<file path="src/rtl/write_back_register_file.sv">
// Write side of the 32x32 integer register file.
// Write-back results enter a small in-order queue through a valid/ready
// handshake and drain into the storage array one entry per cycle. The read
// ports forward the youngest queued value for a register, so decode never
// observes a stale value while a write is still waiting in the queue.
module write_back_register_file #(
  parameter int WB_DEPTH = 2,
  parameter int XLEN     = 32
) (
  input  logic            clk_i,
  input  logic            rst_i,
  input  logic            wb_valid_i,
  input  logic [4:0]      wb_rd_i,
  input  logic [XLEN-1:0] wb_data_i,
  output logic            wb_ready_o,
  input  logic            drain_en_i,
  input  logic [4:0]      rs1_i,
  input  logic [4:0]      rs2_i,
  input  logic            valid_src1_i,
  input  logic            valid_src2_i,
  output logic [XLEN-1:0] val1_o,
  output logic [XLEN-1:0] val2_o,
  output logic            wb_pending_o
);

  // Pointer width covers WB_DEPTH entries; the count needs one extra bit so
  // that it can represent a completely full queue.
  localparam int PW = (WB_DEPTH > 1) ? $clog2(WB_DEPTH) : 1;
  localparam int CW = PW + 1;

  logic [XLEN-1:0] regs   [32];
  logic [4:0]      q_rd   [WB_DEPTH];
  logic [XLEN-1:0] q_data [WB_DEPTH];
  logic [PW-1:0]   head;
  logic [PW-1:0]   tail;
  logic [CW-1:0]   count;
  logic            push;
  logic            drain;

  // Ready looks only at registered occupancy: a full queue refuses even when
  // the head is draining in the same cycle. Writes to x0 finish the handshake
  // but never occupy a slot.
  assign wb_ready_o   = (count != CW'(WB_DEPTH));
  assign wb_pending_o = (count != '0);
  assign push         = wb_valid_i && wb_ready_o && (wb_rd_i != 5'd0);
  assign drain        = drain_en_i && (count != '0);

  // Queue bookkeeping: pointers wrap naturally because depth is a power of two.
  always_ff @(posedge clk_i or posedge rst_i) begin
    if (rst_i) begin
      head  <= '0;
      tail  <= '0;
      count <= '0;
    end else begin
      if (push)  tail <= tail + PW'(1);
      if (drain) head <= head + PW'(1);
      case ({push, drain})
        2'b10:   count <= count + CW'(1);
        2'b01:   count <= count - CW'(1);
        default: count <= count;
      endcase
    end
  end

  // Queue payload storage, written at the tail on every accepted push.
  always_ff @(posedge clk_i or posedge rst_i) begin
    if (rst_i) begin
      for (int i = 0; i < WB_DEPTH; i++) begin
        q_rd[i]   <= '0;
        q_data[i] <= '0;
      end
    end else if (push) begin
      q_rd[tail]   <= wb_rd_i;
      q_data[tail] <= wb_data_i;
    end
  end

  // Architectural array: the queue head retires here when draining is enabled.
  always_ff @(posedge clk_i or posedge rst_i) begin
    if (rst_i) begin
      for (int i = 0; i < 32; i++) begin
        regs[i] <= '0;
      end
    end else if (drain && (q_rd[head] != 5'd0)) begin
      regs[q_rd[head]] <= q_data[head];
    end
  end

  // Read port 1: scan oldest to youngest so the youngest matching entry wins.
  always_comb begin
    val1_o = regs[rs1_i];
    for (int k = 0; k < WB_DEPTH; k++) begin
      if ((CW'(k) < count) && (q_rd[head + PW'(k)] == rs1_i)) begin
        val1_o = q_data[head + PW'(k)];
      end
    end
    if (!valid_src1_i || (rs1_i == 5'd0)) begin
      val1_o = '0;
    end
  end

  // Read port 2: same forwarding rule as port 1.
  always_comb begin
    val2_o = regs[rs2_i];
    for (int k = 0; k < WB_DEPTH; k++) begin
      if ((CW'(k) < count) && (q_rd[head + PW'(k)] == rs2_i)) begin
        val2_o = q_data[head + PW'(k)];
      end
    end
    if (!valid_src2_i || (rs2_i == 5'd0)) begin
      val2_o = '0;
    end
  end

endmodule

</file>
<file path="config.mk">
export PLATFORM = sky130hd
export DESIGN_NAME = write_back_register_file
export DESIGN_NICKNAME = d
export VERILOG_FILES = /design/src/rtl/write_back_register_file.sv
export SDC_FILE = /design/constraint.sdc
export NUM_CORES = 2
export LEC_CHECK = 0
export BUFFER_PORTS_ARGS = -buffer_cell sky130_fd_sc_hd__buf_2
export CORE_MARGIN = 5
export CORE_UTILIZATION = 50
export DETAILED_ROUTE_END_ITERATION = 6
export PLACE_DENSITY = 0.66
export SLEW_MARGIN = 20
export SYNTH_ARGS = -nofsm -noshare
export SYNTH_HDL_FRONTEND = slang
export SYNTH_SLANG_ARGS = --single-unit
</file>
<file path="constraint.sdc">
create_clock -name clk_i -period 69.9 [get_ports clk_i]
set_input_delay 3.495 -clock clk_i [delete_from_list [all_inputs] [get_ports clk_i]]
set_output_delay 3.495 -clock clk_i [all_outputs]
set_load 0.05 [all_outputs]
</file>
## After elaboration in Yosys (flattened, before gate mapping)

Cells that the tools add are included.

| word-level totals | value |
|---|---|
| register bits | 1102 |
| input bits | 53 |
| output and inout port bits | 66 |
| word-level logic and storage cells | 120 |

| cells by class | value |
|---|---|
| add/subtract/negate cells | 4 |
| magnitude comparators | 10 |
| equal/unequal tests | 7 |
| muxes and demuxes | 34 |
| bitwise logic cells | 6 |
| reductions and logical operators | 20 |

Operators with widths:

| operator | count |
|---|---|
| $bwmux W1024 | 1 |
| $mux W32 | 18 |
| $bmux W32 S5 | 2 |
| $demux W32 S5 | 1 |
| $bwmux W64 | 1 |
| $mux W5 | 7 |
| $demux W32 S1 | 1 |
| $eq A5 B5 Y1 | 4 |
| $ge A6 B6 Y1 const B | 3 |
| $not A5 Y6 | 3 |
| $bwmux W10 | 1 |
| $logic_and A1 B1 Y1 | 10 |
| $logic_not A5 Y1 | 2 |
| $reduce_bool A5 Y1 | 2 |
| $ge A2 B2 Y1 const B | 3 |
| $lt A6 B1 Y1 const B | 1 |
| $not A1 Y2 | 3 |
| $demux W5 S1 | 1 |
| $lt A1 B2 Y1 const A | 2 |
| $pmux W2 S2 | 1 |
| $reduce_bool A2 Y1 | 2 |
| $add A1 B1 Y1 const B | 2 |
| $add A2 B1 Y2 const B | 1 |
| $eq A2 B1 Y1 const B | 1 |
| 6 further kinds | 8 |

## Depth between registers and ports, before layout

| logic depth | value |
|---|---|
| word-level depth | 10 |
| gate-level depth with buffers | 10 |

## Least setup slack after synthesis

No wires, ideal clock.

| timing path | value |
|---|---|
| path type | input port to output port |
| start point | input port rs1_i[0] |
| end point | output port val1_o[0] |
| arrival time | 5.785 ns |
| required time | 66.405 ns |
| slack | 60.620 ns |
| cell stages on the path | 6 |
| cells stage by stage | buf_2 clkbuf_1 mux4_2 mux4_2 mux2i_1 o221ai_1 |

| between the ends | value |
|---|---|
| cells in the longest elaborated chain, start to end | 7 |
| elaborated cells on any way between the ends | 13 |

Ends and longest elaborated chain:

| what | RTL line | text |
|---|---|---|
| start: declaration | 17 | `input logic [4:0] rs1_i,` |
| $not A5 Y6 (not written as such) | 91 | `val1_o = regs[rs1_i];` |
| $bmux W32 S5 | 91 |  |
| $mux W32 (not written as such) (2 in series) | 91 |  |
| $mux W32 (2 in series) | 93 | `if ((CW'(k) < count) && (q_rd[head + PW'(k)] == rs1_i)) begin` |
| $mux W32 * | 97 | `if (!valid_src1_i \|\| (rs1_i == 5'd0)) begin` |
| end: declaration | 21 | `output logic [XLEN-1:0] val1_o,` |

Mark *: on every way between the ends. The rest lies on a longest branch, timed or not. The select of a mux whose other input is x is not followed.

## Final worst setup path

| timing path | value |
|---|---|
| start point | input port rs2_i[0] |
| end point | output port val2_o[10] |

| between the ends | value |
|---|---|
| cells in the longest elaborated chain, start to end | 7 |
| elaborated cells on any way between the ends | 13 |

Ends and longest elaborated chain:

| what | RTL line | text |
|---|---|---|
| start: declaration | 18 | `input logic [4:0] rs2_i,` |
| $not A5 Y6 (not written as such) | 104 | `val2_o = regs[rs2_i];` |
| $bmux W32 S5 | 104 |  |
| $mux W32 (not written as such) (2 in series) | 104 |  |
| $mux W32 (2 in series) | 106 | `if ((CW'(k) < count) && (q_rd[head + PW'(k)] == rs2_i)) begin` |
| $mux W32 * | 110 | `if (!valid_src2_i \|\| (rs2_i == 5'd0)) begin` |
| end: declaration | 22 | `output logic [XLEN-1:0] val2_o,` |

Marks and branches as above.

==> flow_metrics.py <==
metrics = {
    "status": {
        "outcome": "finished, final reports clean",
    },
    "power_and_ir_drop": {
        "pwr_density_cell_mw_per_mm2": 47.5,
        "ir_worst_vdd_v": 0.0000278,
        "clock_power_share_pct": 21.8,
        "p_leak_nw": 25.9,
        "p_int_mw": 1.85,
        "pwr-share-comb_pct": 39.5,
        "p_seq_share_pct": 38.8,
        "p_sw_mw": 1.14,
        "switching_share_pct": 38.2,
        "finalPower_mw": 2.99,
    },
    "global_route": {
        "grt_pass1_wl_um": 261000,
        "grt_remaining_overflow": 0,
        "grt_pass1_vias": 39900,
        "gr-usage-all-layers_pct": 28.6,
        "antenna_found_initial": 2,
        "grt_max_degree": 164,
    },
    "logic_synthesis": {
        "yosysSeqAreaShare_pct": 48.1,
        "yosysMostFrequentCell": "dfrtp_1",
        "yosys_warnings": 0,
        "synth_compound_gate_area_share_pct": 10.1,
        "yosys-top-cells-count": "1,102 x dfrtp_1, 903 x nor2_1, 898 x a21oi_1, 636 x mux4_2, 270 x buf_2",
        "yosys.area.top_type": "dfrtp_1",
        "yosys.cell_types.count": 46,
        "yosysTopAreaCellShare_pct": 48.1,
        "syn_area_mm2": 0.0573,
        "yosys-top-cells-area": "dfrtp_1 48%, mux4_2 25%, a21oi_1 7.8%",
        "synth_xor_area_share_pct": 0.275,
        "async_flop_share_pct": 100,
        "syn_avg_cell_area_um2": 12.2,
        "synthSimpleGateAreaFrac_pct": 8.19,
        "synth_edf_count": 0,
        "synthFlopType": "dfrtp_1",
        "mappedNetlistNets": 4762,
        "netlist_instances": 4705,
        "muxShareOfSynthArea_pct": 29.1,
        "synth_seq_cells": 1102,
        "synth_fa_ha_area_share_pct": 0.0874,
        "synth_top_family_by_area": "multiplexers",
    },
    "clock_tree": {
        "htreeDepth": 3,
        "cts_resized": 0,
        "clkLatencyLatePin_ns": 0.71,
        "cts_root_buf": "clkbuf_16",
        "clk_path_buf_depth": 3,
        "clkTransAtPathRegs_ns": 0.06,
        "cts_sinks": 1102,
        "cts_made_buffers": 112,
        "ctsHoldBuffers": 0,
        "cts_setup_buffers": 0,
        "cts_tree": "built",
    },
    "routing": {
        "wl_per_cell_um": 28.2,
        "drcViolationCount": 0,
        "antenna_left": 0,
        "num_vias": 40000,
        "drt_pass1_iterations": 6,
        "drt_iter0_markers": 4426,
        "viasPerCell": 6.51,
        "postRouteWirelength_um": 173000,
    },
    "sta": {
        "max_slew.worst_pin.slew_ns": 1.22,
        "setup_tns_ns": 0,
        "drv_slew": 0,
        "period_minus_slack_ns": 11.55,
        "clock.fmax_mhz": 86.6,
        "finalCritPeriodShare_pct": 16.5,
        "finalHoldViolCount": 0,
        "relSlewSlack_pct": 18.2,
        "skew_ns": 0.0260,
        "final-setup-viol-count": 0,
        "rsz0062_at_grt": "false",
        "hold_ws_ns": 0.393,
    },
    "setup_path": {
        "cp_cell_sequence": "buf_8 > buf_4 > buf_4 > mux4_2 > mux4_2 > mux2i_1 > o221ai_1 > buf_2",
        "r2r_slack_ns": 65.14,
        "worst-path-buf-inv": 4,
        "arrival_ns": 8.05,
        "required_ns": 66.40,
        "critPathLaunchType": "input port",
        "reg2reg_depth": 7,
        "cp_max_fo": 62,
        "r2r_start": "head$_DFFE_PP0P_",
        "critPathTopFamily": "buffers and inverters",
        "endpoint_kind": "output pin",
        "critPathMaxStageDelay_ns": 0.81,
        "slowest_stage": "buf_4",
        "path_class": "input port to output pin",
        "r2r_end": "regs[219]$_DFFE_PP0P_",
    },
    "hold_path": {
        "hold_path_class": "register to register",
        "hold_end": "regs[1016]$_DFFE_PP0P_",
        "hold_depth": 0,
        "hp-start": "regs[1016]$_DFFE_PP0P_",
    },
    "place": {
        "io_buffers": 118,
        "placed_cell_area_mm2": 0.0586,
        "place.gp.congestion": 0.821,
        "dp_hpwl_um": 97100,
        "place_inst": 5922,
    },
    "run": {
        "drv_cap": 0,
    },
    "die": {
        "core_area_mm2": 0.114,
        "pin_count": 119,
        "die_y_um": 349,
        "die_w_um": 349,
        "fp.dieArea_mm2": 0.121,
        "start_util_pct": 50.2,
        "num_rows": 124,
    },
    "final_layout": {
        "fill_cells": 9390,
        "stdcell_count": 6148,
        "nets": 4592,
        "finalInstanceArea_mm2": 0.0629,
        "synthToLayoutAreaGrowth_pct": 9.83,
        "drive_gt1_share_pct": 26.4,
    },
}
==> worst reg2reg max path: cells and delay by family, from the launching register on <==
family	cells	cell delay [ns]
AOI/OAI and AO/OA	1	0.19
buffers and inverters	2	1.50
DFF	1	0.57
muxes	1	0.49
and+or+nand+nor	3	1.82
==> power groups by stage <==
stage | combinational, mW | clock, mW | sequential (mW)
4_1_cts | 1.16 | 0.658 | 1.15
6_report | 1.18 | 0.651 | 1.16
3_5_place_dp | 1.15 | 0 | 1.16
3_3_place_gp | 1.12 | 0 | 1.14
5_1_grt | 1.27 | 0.686 | 1.20
2_1_floorplan | 0.899 | 0 | 1.09
==> logic make-up (layout without fill, tap and decap cells) <==
logic type	count (synthesis)	in the layout
compound gates	1076	1076
xor+xnor	18	18
fa+ha+maj	4	4
buf+inv	516	444
flops	1102	1102
mux	857	857
other cells	0	3
simple gates	1132	1132
==> placed cells by master, fill, tap and decap left out, drive strengths merged, types with 64 or more instances in the layout <==
| cell type | synthesis | final |
|---|---|---|
| a21oi | 898 | 898 |
| buf | 307 | 225 |
| clkbuf | 202 | 149 |
| dfrtp | 1102 | 1102 |
| mux2 | 77 | 77 |
| mux2i | 144 | 144 |
| mux4 | 636 | 636 |
| nand2 | 109 | 109 |
| nor2 | 931 | 931 |
| o21ai | 103 | 103 |
| o221ai | 64 | 64 |
==> registers in the layout (all words and copies together) (netlist names) <==
signal  cells
regs     1024
q_data     64
q_rd       10
count       2
head        1
tail        1
==> metrics by stage <==
stage / utilization (%) / setup WS (ns)
final: 55.2 / 58.35
after detailed placement: 51.4 / 58.34
after global routing: 55.2 / 58.06
after floorplan: - / 35.38
after global placement: 51.4 / 58.36
after CTS: 54.9 / 58.34
==> layer usage <==
layer / GRT usage [%] / wire, µm / share of wire [%]
met1: 39.3 / 66600 / 38
met5: 0 / 13 / 0.0075
met2: 45.6 / 82700 / 48
met3: 5.74 / 16600 / 9.6
met4: 11.5 / 7380 / 4.3
==> layout make-up <==
class,instances,area [µm²],area share [%]
diodes,3,7.51,0.0119
clock buffers,149,3170,5.03
clock inverters,63,830,1.32
inverters,7,33.8,0.0537
multi-input cells,3087,27700,44.1
flip-flops and latches,1102,27600,43.8
well taps,1512,1890,3.01
repair buffers,225,1700,2.70
==> how the worst max path moves through the flow <==
| stage | startpoint | endpoint | slack [ns] | cells past startpoint |
|---|---|---|---|---|
| 2_1_floorplan | rst_i | count[0]$_DFFE_PP0P_ | 35.38 | 1 |
| 3_3_place_gp | rs2_i[0] | val2_o[10] | 58.36 | 8 |
| 3_5_place_dp | rs2_i[0] | val2_o[10] | 58.34 | 8 |
| 4_1_cts | rs2_i[0] | val2_o[10] | 58.34 | 8 |
| 5_1_grt | rs2_i[0] | val2_o[10] | 58.06 | 8 |
| 6_report | rs2_i[0] | val2_o[10] | 58.35 | 8 |
Note: power is estimated with default switching activity, not from simulation.
